<file path="config.mk">
export PLATFORM = sky130hd
export DESIGN_NAME = float_add_pipe_flat
export DESIGN_NICKNAME = d
export VERILOG_FILES = /design/src/rtl/float_add_pipe_if.sv /design/src/rtl/float_add_pipe.sv /design/src/flat_wrapper.sv
export SDC_FILE = /design/constraint.sdc
export NUM_CORES = 1
export LEC_CHECK = 0
export CAP_MARGIN = 15
export CORE_MARGIN = 2
export CORE_UTILIZATION = 60
export CTS_CLUSTER_SIZE = 10
export DETAILED_ROUTE_END_ITERATION = 8
export PLACE_DENSITY = 0.81
export SLEW_MARGIN = 20
export SYNTH_ARGS = -nofsm -noshare
export SYNTH_HDL_FRONTEND = slang
export SYNTH_SLANG_ARGS = --single-unit
</file>
<file path="constraint.sdc">
create_clock -name clk -period 7 [get_ports clk]
set_input_delay 0.7 -clock clk [delete_from_list [all_inputs] [get_ports clk]]
set_output_delay 0.7 -clock clk [all_outputs]
set_load 0.05 [all_outputs]
</file>
<file path="src/rtl/float_add_pipe_if.sv">
// Operand/result handshake bundle for float_add_pipe: valid/ready on both sides.
// The master drives operands and out_ready; the slave (the adder) drives results and in_ready.
interface float_add_pipe_if #(
  parameter int EXP_WIDTH   = 5,
  parameter int MAN_WIDTH   = 10,
  parameter int FLOAT_WIDTH = 1 + EXP_WIDTH + MAN_WIDTH
);
  logic                   in_valid;
  logic                   in_ready;
  logic [FLOAT_WIDTH-1:0] float_a;
  logic [FLOAT_WIDTH-1:0] float_b;
  logic                   sub;
  logic                   out_valid;
  logic                   out_ready;
  logic [FLOAT_WIDTH-1:0] res;
  logic [2:0]             flags;

  modport master (
    output in_valid, float_a, float_b, sub, out_ready,
    input  in_ready, out_valid, res, flags
  );

  modport slave (
    input  in_valid, float_a, float_b, sub, out_ready,
    output in_ready, out_valid, res, flags
  );
endinterface

</file>
<file path="src/rtl/float_add_pipe.sv">
// Pipelined float add/sub (S1 unpack/swap/align, S2 add, S3 normalise/round/pack); latency 3.
// Backpressure: a held result (out_valid && !out_ready) freezes every stage and drops in_ready.
module float_add_pipe #(
  parameter int EXP_WIDTH   = 5,
  parameter int MAN_WIDTH   = 10,
  parameter int FLOAT_WIDTH = 1 + EXP_WIDTH + MAN_WIDTH
) (
  input  logic clk,
  input  logic rst_n,
  float_add_pipe_if.slave bus
);
  localparam int E   = EXP_WIDTH;
  localparam int M   = MAN_WIDTH;
  localparam int AW  = M + 4;
  localparam int SW  = M + 5;
  localparam int LZW = $clog2(SW);
  localparam int XW  = E + 2;
  localparam logic [E-1:0] EXP_ONES = '1;
  localparam logic [E-1:0] SH_MAX   = E'(M + 3);
  localparam logic [FLOAT_WIDTH-1:0] QNAN = {1'b0, EXP_ONES, 1'b1, {(M-1){1'b0}}};

  logic en;
  assign en = !bus.out_valid || bus.out_ready;
  assign bus.in_ready = en;

  // ---------------- S1: unpack, specials, swap, align ----------------
  logic             a_s, b_s, a_zero, b_zero, a_nan, b_nan, a_inf, b_inf, swap, x_s;
  logic [E-1:0]     a_e, b_e, x_e, y_e, d, sh;
  logic [M-1:0]     a_m, b_m;
  logic [E+M-1:0]   a_mag, b_mag;
  logic [M:0]       a_sig, b_sig, x_sig, y_sig;
  logic [AW-1:0]    y_ext, y_al;
  logic             sp_c;
  logic [FLOAT_WIDTH-1:0] spr_c;
  logic [2:0]       spf_c;

  assign a_s    = bus.float_a[FLOAT_WIDTH-1];
  assign a_e    = bus.float_a[M +: E];
  assign a_m    = bus.float_a[M-1:0];
  assign b_s    = bus.float_b[FLOAT_WIDTH-1] ^ bus.sub;
  assign b_e    = bus.float_b[M +: E];
  assign b_m    = bus.float_b[M-1:0];
  // Subnormals carry exponent 0 and are treated as zero everywhere below.
  assign a_zero = (a_e == '0);
  assign b_zero = (b_e == '0);
  assign a_nan  = (a_e == EXP_ONES) && (a_m != '0);
  assign b_nan  = (b_e == EXP_ONES) && (b_m != '0);
  assign a_inf  = (a_e == EXP_ONES) && (a_m == '0);
  assign b_inf  = (b_e == EXP_ONES) && (b_m == '0);
  assign a_mag  = a_zero ? '0 : {a_e, a_m};
  assign b_mag  = b_zero ? '0 : {b_e, b_m};
  assign a_sig  = a_zero ? '0 : {1'b1, a_m};
  assign b_sig  = b_zero ? '0 : {1'b1, b_m};
  assign swap   = (b_mag > a_mag);
  assign x_s    = swap ? b_s   : a_s;
  assign x_e    = swap ? b_e   : a_e;
  assign y_e    = swap ? a_e   : b_e;
  assign x_sig  = swap ? b_sig : a_sig;
  assign y_sig  = swap ? a_sig : b_sig;
  assign d      = x_e - y_e;
  assign sh     = (d > SH_MAX) ? SH_MAX : d;
  assign y_ext  = {y_sig, 3'b000};
  assign y_al   = (y_ext >> sh) | AW'(|(y_ext & ~({AW{1'b1}} << sh)));

  always_comb begin
    sp_c  = 1'b1;
    spr_c = '0;
    spf_c = 3'b000;
    if (a_nan || b_nan) begin
      spr_c = QNAN;
    end else if (a_inf && b_inf && (a_s != b_s)) begin
      spr_c = QNAN;
      spf_c = 3'b100;
    end else if (a_inf) begin
      spr_c = {a_s, EXP_ONES, {M{1'b0}}};
    end else if (b_inf) begin
      spr_c = {b_s, EXP_ONES, {M{1'b0}}};
    end else if (a_zero && b_zero) begin
      spr_c = {a_s & b_s, {(E+M){1'b0}}};
    end else begin
      sp_c = 1'b0;
    end
  end

  logic                   v1, sp1, sign1, sub1;
  logic [FLOAT_WIDTH-1:0] spr1;
  logic [2:0]             spf1;
  logic [E-1:0]           e1;
  logic [AW-1:0]          xa1, ya1;

  always_ff @(posedge clk or negedge rst_n) begin
    if (!rst_n) begin
      v1 <= 1'b0; sp1 <= 1'b0; sign1 <= 1'b0; sub1 <= 1'b0;
      spr1 <= '0; spf1 <= '0; e1 <= '0; xa1 <= '0; ya1 <= '0;
    end else if (en) begin
      v1    <= bus.in_valid;
      sp1   <= sp_c;
      spr1  <= spr_c;
      spf1  <= spf_c;
      sign1 <= x_s;
      sub1  <= a_s ^ b_s;
      e1    <= x_e;
      xa1   <= {x_sig, 3'b000};
      ya1   <= y_al;
    end
  end

  // ---------------- S2: magnitude add / subtract ----------------
  logic                   v2, sp2, sign2;
  logic [FLOAT_WIDTH-1:0] spr2;
  logic [2:0]             spf2;
  logic [E-1:0]           e2;
  logic [SW-1:0]          sum2;

  always_ff @(posedge clk or negedge rst_n) begin
    if (!rst_n) begin
      v2 <= 1'b0; sp2 <= 1'b0; sign2 <= 1'b0;
      spr2 <= '0; spf2 <= '0; e2 <= '0; sum2 <= '0;
    end else if (en) begin
      v2    <= v1;
      sp2   <= sp1;
      spr2  <= spr1;
      spf2  <= spf1;
      sign2 <= sign1;
      e2    <= e1;
      sum2  <= sub1 ? ({1'b0, xa1} - {1'b0, ya1}) : ({1'b0, xa1} + {1'b0, ya1});
    end
  end

  // ---------------- S3: normalise, round, pack ----------------
  logic [LZW-1:0]         lz;
  logic [M+2:0]           n;
  logic [XW-1:0]          e_nrm, e_rnd;
  logic [M:0]             mr;
  logic                   rup, inx;
  logic [FLOAT_WIDTH-1:0] nres;
  logic [2:0]             nflg;

  always_comb begin
    lz = '0;
    for (int i = 0; i < SW - 1; i++) begin
      if (sum2[i]) lz = LZW'(SW - 2 - i);
    end
    // n holds mantissa | guard | round | sticky with the hidden bit already dropped.
    if (sum2[SW-1]) begin
      n     = {sum2[M+3:2], |sum2[1:0]};
      e_nrm = {2'b00, e2} + XW'(1);
    end else begin
      n     = (M+3)'(sum2[M+3:0] << lz);
      e_nrm = {2'b00, e2} - XW'(lz);
    end
    rup   = n[2] & ((|n[1:0]) | n[3]);
    inx   = |n[2:0];
    mr    = {1'b0, n[M+2:3]} + (M+1)'(rup);
    e_rnd = e_nrm + XW'(mr[M]);
    nres  = '0;
    nflg  = 3'b000;
    if (sp2) begin
      nres = spr2;
      nflg = spf2;
    end else if (sum2 == '0) begin
      nres = '0;
    end else if (e_nrm[XW-1] || (e_nrm == '0)) begin
      nres = {sign2, {(E+M){1'b0}}};
      nflg = 3'b001;
    end else if (e_rnd >= {2'b00, EXP_ONES}) begin
      nres = {sign2, EXP_ONES, {M{1'b0}}};
      nflg = 3'b011;
    end else begin
      nres = {sign2, e_rnd[E-1:0], mr[M-1:0]};
      nflg = {2'b00, inx};
    end
  end

  logic                   ov_q;
  logic [FLOAT_WIDTH-1:0] res_q;
  logic [2:0]             flg_q;

  always_ff @(posedge clk or negedge rst_n) begin
    if (!rst_n) begin
      ov_q  <= 1'b0;
      res_q <= '0;
      flg_q <= '0;
    end else if (en) begin
      ov_q <= v2;
      if (v2) begin
        res_q <= nres;
        flg_q <= nflg;
      end
    end
  end

  assign bus.out_valid = ov_q;
  assign bus.res       = res_q;
  assign bus.flags     = flg_q;
endmodule

</file>
<file path="src/flat_wrapper.sv">
// flat-port wrapper written by rule: the top's interface ports become plain ports
module float_add_pipe_flat 
#(
  parameter int EXP_WIDTH   = 5,
  parameter int MAN_WIDTH   = 10,
  parameter int FLOAT_WIDTH = 1 + EXP_WIDTH + MAN_WIDTH
)
  (clk, rst_n, bus_in_valid, bus_float_a, bus_float_b, bus_sub, bus_out_ready, bus_in_ready, bus_out_valid, bus_res, bus_flags);
  float_add_pipe_if #(.EXP_WIDTH(EXP_WIDTH), .MAN_WIDTH(MAN_WIDTH), .FLOAT_WIDTH(FLOAT_WIDTH)) bus_i ();
  input  logic clk;
  input  logic rst_n;
  input wire logic [$bits(bus_i.in_valid)-1:0] bus_in_valid;
  input wire logic [$bits(bus_i.float_a)-1:0] bus_float_a;
  input wire logic [$bits(bus_i.float_b)-1:0] bus_float_b;
  input wire logic [$bits(bus_i.sub)-1:0] bus_sub;
  input wire logic [$bits(bus_i.out_ready)-1:0] bus_out_ready;
  output wire logic [$bits(bus_i.in_ready)-1:0] bus_in_ready;
  output wire logic [$bits(bus_i.out_valid)-1:0] bus_out_valid;
  output wire logic [$bits(bus_i.res)-1:0] bus_res;
  output wire logic [$bits(bus_i.flags)-1:0] bus_flags;
  assign bus_i.in_valid = bus_in_valid;
  assign bus_i.float_a = bus_float_a;
  assign bus_i.float_b = bus_float_b;
  assign bus_i.sub = bus_sub;
  assign bus_i.out_ready = bus_out_ready;
  assign bus_in_ready = bus_i.in_ready;
  assign bus_out_valid = bus_i.out_valid;
  assign bus_res = bus_i.res;
  assign bus_flags = bus_i.flags;
  float_add_pipe #(.EXP_WIDTH(EXP_WIDTH), .MAN_WIDTH(MAN_WIDTH), .FLOAT_WIDTH(FLOAT_WIDTH)) u_core (.clk(clk), .rst_n(rst_n), .bus(bus_i));
endmodule
</file>
-- Yosys cells after proc, flatten, opt, wreduce, memory -nomap -nowiden
Cells that the tools add are included.
- output and inout bits: 21
- logic and storage cells: 114
- bits in registers: 115
- input bits: 37
- $lt $le $gt $ge: 3
- shifts and indexed selects: 3
- reductions and logical operators: 24
- equality and inequality tests: 3
- add/sub/neg operators: 7
- multiplexer cells: 47
- bitwise logic cells: 8
- operator list (kind ; number):
    $mux W16 ; 7
    $mux W15 ; 5
    $mux W4 ; 14
    $mux W11 ; 4
    $logic_not A10 Y1 ; 2
    $reduce_bool A10 Y1 ; 2
    $add A14 B14 Y15 ; 1
    $gt A15 B15 Y1 ; 1
    $logic_not A15 Y1 ; 1
    $mux W3 ; 5
    $mux W5 ; 3
    $sub A14 B14 Y15 ; 1
    $and A14 B14 Y14 ; 1
    $not A14 Y14 ; 1
    $or A14 B1 Y14 ; 1
    $reduce_or A14 Y1 ; 1
    $shl A14 B4 Y13 ; 1
    $shl A14 B5 Y14 const A ; 1
    $shr A14 B5 Y14 ; 1
    $mux W13 ; 1
    $add A10 B1 Y11 ; 1
    $eq A5 B5 Y1 const B ; 2
    $logic_not A5 Y1 ; 2
    $add A7 B1 Y7 ; 1
    other kinds (19) ; 35

-- Longest topological paths before layout
Gate-level depths: netlist (run 1).
- depth after elaboration: 26
- depth in mapped cells: 27
- gate-level depth less buffers: 21

-- Worst setup path before layout (run 1)
Ideal clock, no wire load.
- path type: input -> register
- from: input bus_float_a[13]
- to: register u_core.ya1[4]
- arrival: 5.580 ns
- library setup time: 0.090 ns
- cell stages on the path: 24
- setup slack: 1.330 ns
- path through: clkbuf_1 -> nor3_1 -> nand3_1 -> clkbuf_1 -> nand2_1 -> ha_1 -> nand4_1 -> or4_1 -> buf_2 -> and2_1 -> o21ai_1 -> buf_2 -> buf_1 -> buf_1 -> a21oi_1 -> ha_1 -> or2_4 -> o311ai_2 -> a221oi_2 -> a21o_1 -> buf_6 -> o41ai_2 -> inv_1 -> o221ai_1
- cells in the longest elaborated chain, start to end: 9
- elaborated cells between the ends (all ways): 12
- RTL lines (item ; RTL line ; text):
    start, declared ; flat_wrapper.sv:13 ; input wire logic [$bits(bus_i.float_a)-1:0] bus_float_a;
    $logic_not A5 Y1 ; float_add_pipe.sv:44 ; assign a_zero = (a_e == '0);
    $mux W15 ; float_add_pipe.sv:50 ; assign a_mag = a_zero ? '0 : {a_e, a_m};
    $gt A15 B15 Y1 ; float_add_pipe.sv:54 ; assign swap = (b_mag > a_mag);
    $mux W5, on equally long branches ; float_add_pipe.sv:56, float_add_pipe.sv:57 ;
    $sub A5 B5 Y5 ; float_add_pipe.sv:60 ; assign d = x_e - y_e;
    $gt A5 B4 Y1 ; float_add_pipe.sv:61 ; assign sh = (d > SH_MAX) ? SH_MAX : d;
    $mux W5 ; float_add_pipe.sv:61 ;
    $shr A14 B5 Y14 (*) ; float_add_pipe.sv:63 ; assign y_al = (y_ext >> sh) | AW'(|(y_ext & ~({AW{1'b1}} << sh)));
    $or A14 B1 Y14 (*) ; float_add_pipe.sv:63 ;
    end signal, assigned ; float_add_pipe.sv:104 ; ya1 <= y_al;
    end, declared ; float_add_pipe.sv:89 ; logic [AW-1:0] xa1, ya1;
Mark *: on every way between the ends. The rest lies on a longest branch, timed or not.
A chain may end at the register's enable or synchronous reset.

-- Worst setup path after layout (run 1)
- from: input bus_float_b[13]
- to: register u_core.ya1[2]
- cells in the longest elaborated chain, start to end: 9
- elaborated cells between the ends (all ways): 12
- RTL lines (item ; RTL line ; text):
    start, declared ; flat_wrapper.sv:14 ; input wire logic [$bits(bus_i.float_b)-1:0] bus_float_b;
    $logic_not A5 Y1 ; float_add_pipe.sv:45 ; assign b_zero = (b_e == '0);
    $mux W15 ; float_add_pipe.sv:51 ; assign b_mag = b_zero ? '0 : {b_e, b_m};
    $gt A15 B15 Y1 ; float_add_pipe.sv:54 ;
    $mux W5, on equally long branches ; float_add_pipe.sv:56, float_add_pipe.sv:57 ;
    $sub A5 B5 Y5 ; float_add_pipe.sv:60 ;
    $gt A5 B4 Y1 ; float_add_pipe.sv:61 ;
    $mux W5 ; float_add_pipe.sv:61 ;
    $shr A14 B5 Y14 (*) ; float_add_pipe.sv:63 ;
    $or A14 B1 Y14 (*) ; float_add_pipe.sv:63 ;
Marks and branches as above.

==> results of run 1 <==
where the power goes:
group | switching (W) | total [W] | internal [W]
clock network | 0.000215 | 0.000497 | 0.000282
registers | 0.000251 | 0.000908 | 0.000657
logic | 0.00131 | 0.00210 | 0.000791
worst max path at each step:
stage | slack, ns | startpoint | endpoint | depth (start not counted)
2_1_floorplan | 1.33 | bus_float_a[13] | u_core.ya1[4]$_DFFE_PN0N_ | 24
3_3_place_gp | 1.08 | bus_float_b[13] | u_core.ya1[1]$_DFFE_PN0N_ | 17
3_5_place_dp | 1.04 | bus_float_b[13] | u_core.ya1[2]$_DFFE_PN0N_ | 19
4_1_cts | 1.27 | u_core.sum2[1]$_DFFE_PN0N_ | u_core.bus.res[3]$_DFFE_PN0P_ | 20
5_1_grt | 0.85 | u_core.sum2[8]$_DFFE_PN0N_ | u_core.bus.res[3]$_DFFE_PN0P_ | 20
6_report | 1.32 | bus_float_b[13] | u_core.ya1[2]$_DFFE_PN0N_ | 19
critical path: stages:
cell and delay (ns):
clkdlybuf4s50_1 0.59, nor3_1 0.27, nand2_1 0.30, and2_1 0.31
ha_1 0.30, nand4_1 0.16, or4_1 0.71, and2_1 0.24
o21ai_2 0.08, a21oi_1 0.09, ha_1 0.21, or2_4 0.27
nor4_4 0.30, nor4_2 0.10, a21oi_2 0.46, nand2_2 0.19
o32ai_1 0.34, mux2i_1 0.13, o221ai_1 0.20
cell type report:
class                      instances  area (sq um)
multi-input combinational        836          5280
timing repair buffer              67           643
inverter                          56           210
fill                            1055          3890
clock buffer                       9           225
clock inverter                     7          82.6
sequential                        85          2130
tap                              172           215
synthesized netlist by cell type, types with 12 or more instances:
cell type,number
a211oi_1,14
a21o_1,13
a21oi_1,64
a31oi_1,12
and2_1,15
clkbuf_1,45
dfrtp_1,85
ha_1,48
inv_1,53
mux2i_1,18
nand2_1,164
nand2b_1,16
nand3_1,31
nor2_1,78
nor3_1,26
nor4_1,13
o211ai_1,14
o21ai_0,88
o21ai_1,13
o22ai_1,14
xnor2_1,17
xor2_1,13
registers in the layout, indices dropped and copies added, names as in the netlist, 3 cells and up:
signal	cells
u_core.ya1	14
u_core.e2	5
u_core.spr1	3
u_core.spr2	3
u_core.xa1	11
u_core.bus.flags	3
u_core.bus.res	16
u_core.sum2	15
u_core.e1	5
layout by cell type, fill, tap and decap left out, types with 11 or more instances in the layout:
cell type and n:
nor4_1 13, o21ai_1 12, a21oi_1 62, o21ai_0 88
a31oi_1 12, nand2b_1 16, o211ai_1 14, inv_1 53
a21o_1 13, xnor2_1 17, clkdlybuf4s50_1 56, nor2_1 78
dfrtp_1 85, a211oi_1 14, buf_4 11, ha_1 48
nor3_1 26, o22ai_1 14, nand2_1 164, and2_1 15
mux2i_1 18, xor2_1 13, nand3_1 31
through the flow:
stage	util [%]	cells	hold slack (ns)	total power, W
3_5_place_dp	66.8	1216	0.459	0.00296
4_1_cts	69.3	1232	0.142	0.00346
5_1_grt	69.3	1232	0.143	0.00377
3_3_place_gp	66.8	1216	0.454	0.00293
6_report	69.3	1232	0.142	0.00351
2_1_floorplan	-	1040	0.404	0.00242
layer usage:
metal	vias up	global-route usage, %	part of all wire, %	wire (um)
met5	-	0	0	0
met4	0	13.3	3.2	692
met3	57	3.96	6.9	1490
met2	385	51.6	47	10200
met1	3726	41.3	43	9300
li1	3817	-	-	-
logic make-up (layout without fill, tap and decap cells):
| kind of cell | count (synthesis) | in the layout | share of synthesized area, % |
|---|---|---|---|
| xor+xnor | 30 | 30 | 3.35 |
| simple gates | 396 | 396 | 23.6 |
| compound gates | 337 | 337 | 28.8 |
| mux | 23 | 23 | 3.06 |
| fa+ha+maj | 50 | 50 | 8.17 |
| buf+inv | 119 | 139 | 5.93 |
| flops | 85 | 85 | 27.1 |
==> impl_metrics.toml, run 1 <==
[synth]
synthTopCellsByArea = "dfrtp_1 27%, nand2_1 7.8%, ha_1 7.7%"
yosys.cell_types.count = 83
ys_seq_area_share_pct = 27.1
yosys_warnings = 0
synth-edff-count = 0
netlist_instances = 1040
syn_avg_cell_area_sq_um = 7.54
synthArstFlopShare_pct = 100
synth_top_area_share_pct = 27.1
ys.flop_type = "dfrtp_1"
post-synth-top-area-cell = "dfrtp_1"
syn_nets = 1127
syn-cell-area_sq_um = 7840
ys_seq_elements = 85

[sta]
worst_pin_slew_ns = 1.05
relSlewSlack_pct = 29.8
rsz0062_at_grt = "no"
maxClockFrequency_ghz = 0.176
fin_setup_tns_ns = 0
drv_slew = 0
hold_viol = 0
finalClockSkew_ns = 0.00900
fin_ws_ns = 1.32
fin_crit_sh_pct = 81.1
setup-violations-final = 0
min_period_ns = 5.68

[critical_path]
cp-start-kind = "input port"
r2r_cells = 20
r2r-start = "u_core.sum2[2]$_DFFE_PN0N_"
reg2reg_to = "u_core.bus.res[3]$_DFFE_PN0P_"
worst_setup_path_end_kind = "flop"
ff2ff_setup_slack_ns = 1.42
critPathRequiredTime_ns = 7.27
worstPathMaxFanout = 14
cp.arrival_ns = 5.94
crit_type = "input port to flop"

[die]
rows = 41
start_util_pct = 61.9
die_w_um = 118
dieArea_sq_um = 14000
core_area_sq_um = 12700
num_io_pins = 58
fp.dieH_um = 118

[placement]
gp_congestion = 1.04
portBuffers = 57
post-place-ws_ns = 1.04
placed_area_sq_um = 8470
dpl.hpwl_um = 16300

[cells_and_area]
antenna_cells = 0
final_cell_area_sq_um = 8780
fin_nets = 1142
syn_to_final_growth_pct = 11.9
drive_above_1_share_pct = 5.57

[grt]
grt_max_degree = 79
overflow = 0
grt_pass1_wl_um = 36100
grt_pass1_vias = 7368
antenna_found_initial = 0
groute.usage.overall_pct = 31.3

[clock_tree]
numCtsBuffers = 9
clk_pin_slew_worst_paths_ns = 0.07
hold_buffers = 0
cts_tree = "done"
cts.htree.levels = 3
cts_buffer_depth = 2
cts.sinks = 85
post_cts_buffers = 0
cts_resized = 0
clock-root-buffer = "clkbuf_16"
insertion_delay_ns = 0.36

[route]
num_vias = 7985
routed_wl_um = 21700
dr.first_iter.drc_count = 826
routedWlPerCell_um = 17.6
vias_per_cell = 6.48
postRouteAntennaNets = 0
drc = 0
drt-pass1-iter-count = 6

[power_and_ir_drop]
p_per_area_nw_per_um2 = 399
peakVddDrop_mv = 0.144
power.leakage_nw = 3.75

[hold_path]
holdCritPathClass = "input port to asynchronous set/reset pin"

[flow_run]
max-cap-violations = 0

[status]
status = "completed"
Note: power is estimated with default switching activity, not from simulation.
==> inputs of run 2 (changes only) <==
--- a/config.mk
+++ b/config.mk
@@ -7,10 +7,10 @@
 export LEC_CHECK = 0
 export CAP_MARGIN = 15
 export CORE_MARGIN = 2
-export CORE_UTILIZATION = 60
+export CORE_UTILIZATION = 55
 export CTS_CLUSTER_SIZE = 10
 export DETAILED_ROUTE_END_ITERATION = 8
-export PLACE_DENSITY = 0.81
+export PLACE_DENSITY = 0.79
 export SLEW_MARGIN = 20
 export SYNTH_ARGS = -nofsm -noshare
 export SYNTH_HDL_FRONTEND = slang
==> constraint.sdc (replaced) <==
create_clock -name clk -period 4.78 [get_ports clk]
set_input_delay 0.478 -clock clk [delete_from_list [all_inputs] [get_ports clk]]
set_output_delay 0.478 -clock clk [all_outputs]
set_load 0.05 [all_outputs]
==> run 2 against run 1 <==
Effect of this change: count of clock-buffer cells in the layout is the same; routed wire length up 11%; clock power grew 44%; worst setup slack lost 1.2 ns; first-iteration DRC count decreased by 13%; via count increased by 6.0%; critical endpoint is now u_core.bus.res[6]$_DFFE_PN0P_; largest power group unchanged; highest routed layer unchanged.
==> impl_metrics.toml, run 2 (synthesis results as in run 1) <==
[status]
status = "completed"

[clock_tree]
numCtsBuffers = 9
cts_tree = "done"
hold_buffers = 0
clock-root-buffer = "clkbuf_16"
insertion_delay_ns = 0.36
cts.htree.levels = 3
clk_pin_slew_worst_paths_ns = 0.07
cts.sinks = 85
cts_buffer_depth = 2

[sta]
setup-violations-final = 0
hold_viol = 0
worst_pin_slew_ns = 0.781
relSlewSlack_pct = 47.8
maxClockFrequency_ghz = 0.216
drv_slew = 0
fin_crit_sh_pct = 96.7
finalClockSkew_ns = 0.0120
min_period_ns = 4.62

[route]
drt-pass1-iter-count = 5
num_vias = 8465
dr.first_iter.drc_count = 719
drc = 0
routed_wl_um = 24000
routedWlPerCell_um = 17.6
postRouteAntennaNets = 0
vias_per_cell = 6.22

[hold_path]
holdCritPathClass = "input port to asynchronous set/reset pin"

[die]
num_io_pins = 58
fp.dieH_um = 123
dieArea_sq_um = 15200
start_util_pct = 56.5
core_area_sq_um = 13900
rows = 43
die_w_um = 123

[placement]
gp_congestion = 0.967
dpl.hpwl_um = 18300
placed_area_sq_um = 9390
dp.cells = 1341
portBuffers = 57

[critical_path]
r2r_cells = 24
crit_type = "flop to flop"
cp-start-kind = "flop"
r2r-start = "u_core.sum2[6]$_DFFE_PN0N_"
cp.arrival_ns = 4.90
critPathRequiredTime_ns = 5.06
worst_setup_path_end_kind = "flop"
ff2ff_setup_slack_ns = 0.16
reg2reg_to = "u_core.bus.res[6]$_DFFE_PN0P_"
worstPathMaxFanout = 10

[cells_and_area]
drive_above_1_share_pct = 17.0
final_cell_area_sq_um = 9850
final_cell_mix = "163 x nand2_1, 130 x buf_4, 87 x o21ai_0"
post-route-util_pct = 71.0
fin_cells = 1360
fin_nets = 1262
antenna_cells = 0
fillCellCount = 1155
largest_register_ffs = 16
syn_to_final_growth_pct = 25.6
final_common_cell = "nand2_1"

[power_and_ir_drop]
power.leakage_nw = 4.35
peakVddDrop_mv = 0.224
total_power_w = 0.00563
p_per_area_nw_per_um2 = 571

[grt]
grt_pass1_vias = 7985
grt_pass1_wl_um = 39300
antenna_found_initial = 0
grt_max_degree = 72
overflow = 0
groute.usage.overall_pct = 32.7

[flow_run]
max-cap-violations = 0
[run 2: area by class of cell]
type	count	area, sq um	area share, %
inverters	56	210	2.13
clock buffers	9	225	2.29
well taps	180	225	2.29
repair buffers	187	1560	15.8
multi-input cells	836	5430	55.1
flip-flops and latches	85	2130	21.6
clock inverters	7	73.8	0.749
[run 2: what timing repair did]
item | 4_1_cts | 5_1_grt
endpoints found under the setup margin | 2 | 30
hold endpoints to repair | 0 | 0
setup buffers | 0 | 3
resized for setup | 1 | 30
pin swaps | 0 | 5
[run 2: power breakdown]
part	total (W)	switching, W	internal (W)
Combinational	0.00367	0.00216	0.00151
Clock	0.000717	0.000347	0.000370
Sequential	0.00125	0.000283	0.000964
Total	0.00563	0.00279	0.00284
[run 2: through the flow]
stage | hold WS (ns) | setup TNS [ns] | setup WS, ns
2_1_floorplan | 0.182 | 0 | 0.00669
3_3_place_gp | 0.452 | -1.78 | -0.229
3_5_place_dp | 0.462 | -3.45 | -0.354
4_1_cts | 0.141 | 0 | 0.0641
5_1_grt | 0.172 | -0.708 | -0.0707
6_report | 0.123 | 0 | 0.157
[run 2: critical path, cell delays in order, from the launching register on]
cell and delay, ns:
dfrtp_2 0.49, nor2_1 0.13, o31a_1 0.26, o211a_1 0.19
o311ai_0 0.13, buf_4 0.18, a21oi_1 0.31, nor4_1 0.10
buf_4 0.16, o311ai_0 0.52, a311oi_2 0.13, nand3_1 0.13
nor4_2 0.05, buf_4 0.14, ha_1 0.20, ha_1 0.22
buf_4 0.14, xnor2_1 0.19, nor2_1 0.07, nand2_1 0.06
o21ai_0 0.10, nor2_1 0.20, nand4_1 0.11, buf_4 0.18
o21ai_1 0.16
[run 2: worst max path at each step]
stage	from	to	slack, ns	cells after the start
5_1_grt	u_core.sum2[3]$_DFFE_PN0N_	u_core.bus.res[2]$_DFFE_PN0P_	-0.07	24
3_5_place_dp	bus_float_b[13]	u_core.ya1[0]$_DFFE_PN0N_	-0.35	19
6_report	u_core.sum2[6]$_DFFE_PN0N_	u_core.bus.res[6]$_DFFE_PN0P_	0.16	24
3_3_place_gp	bus_float_b[13]	u_core.ya1[0]$_DFFE_PN0N_	-0.23	19
4_1_cts	bus_float_b[13]	u_core.ya1[2]$_DFFE_PN0N_	0.06	19
2_1_floorplan	bus_float_b[13]	u_core.ya1[4]$_DFFE_PN0N_	0.007	24
[run 2: metal layers]
layer,vias to the layer above,part of all wire (%),track usage (%)
met3,77,6.0,5.17
met2,380,48,54.1
li1,4064,-,-
met4,0,3.7,12.8
met1,3944,43,42.7
met5,-,0,0
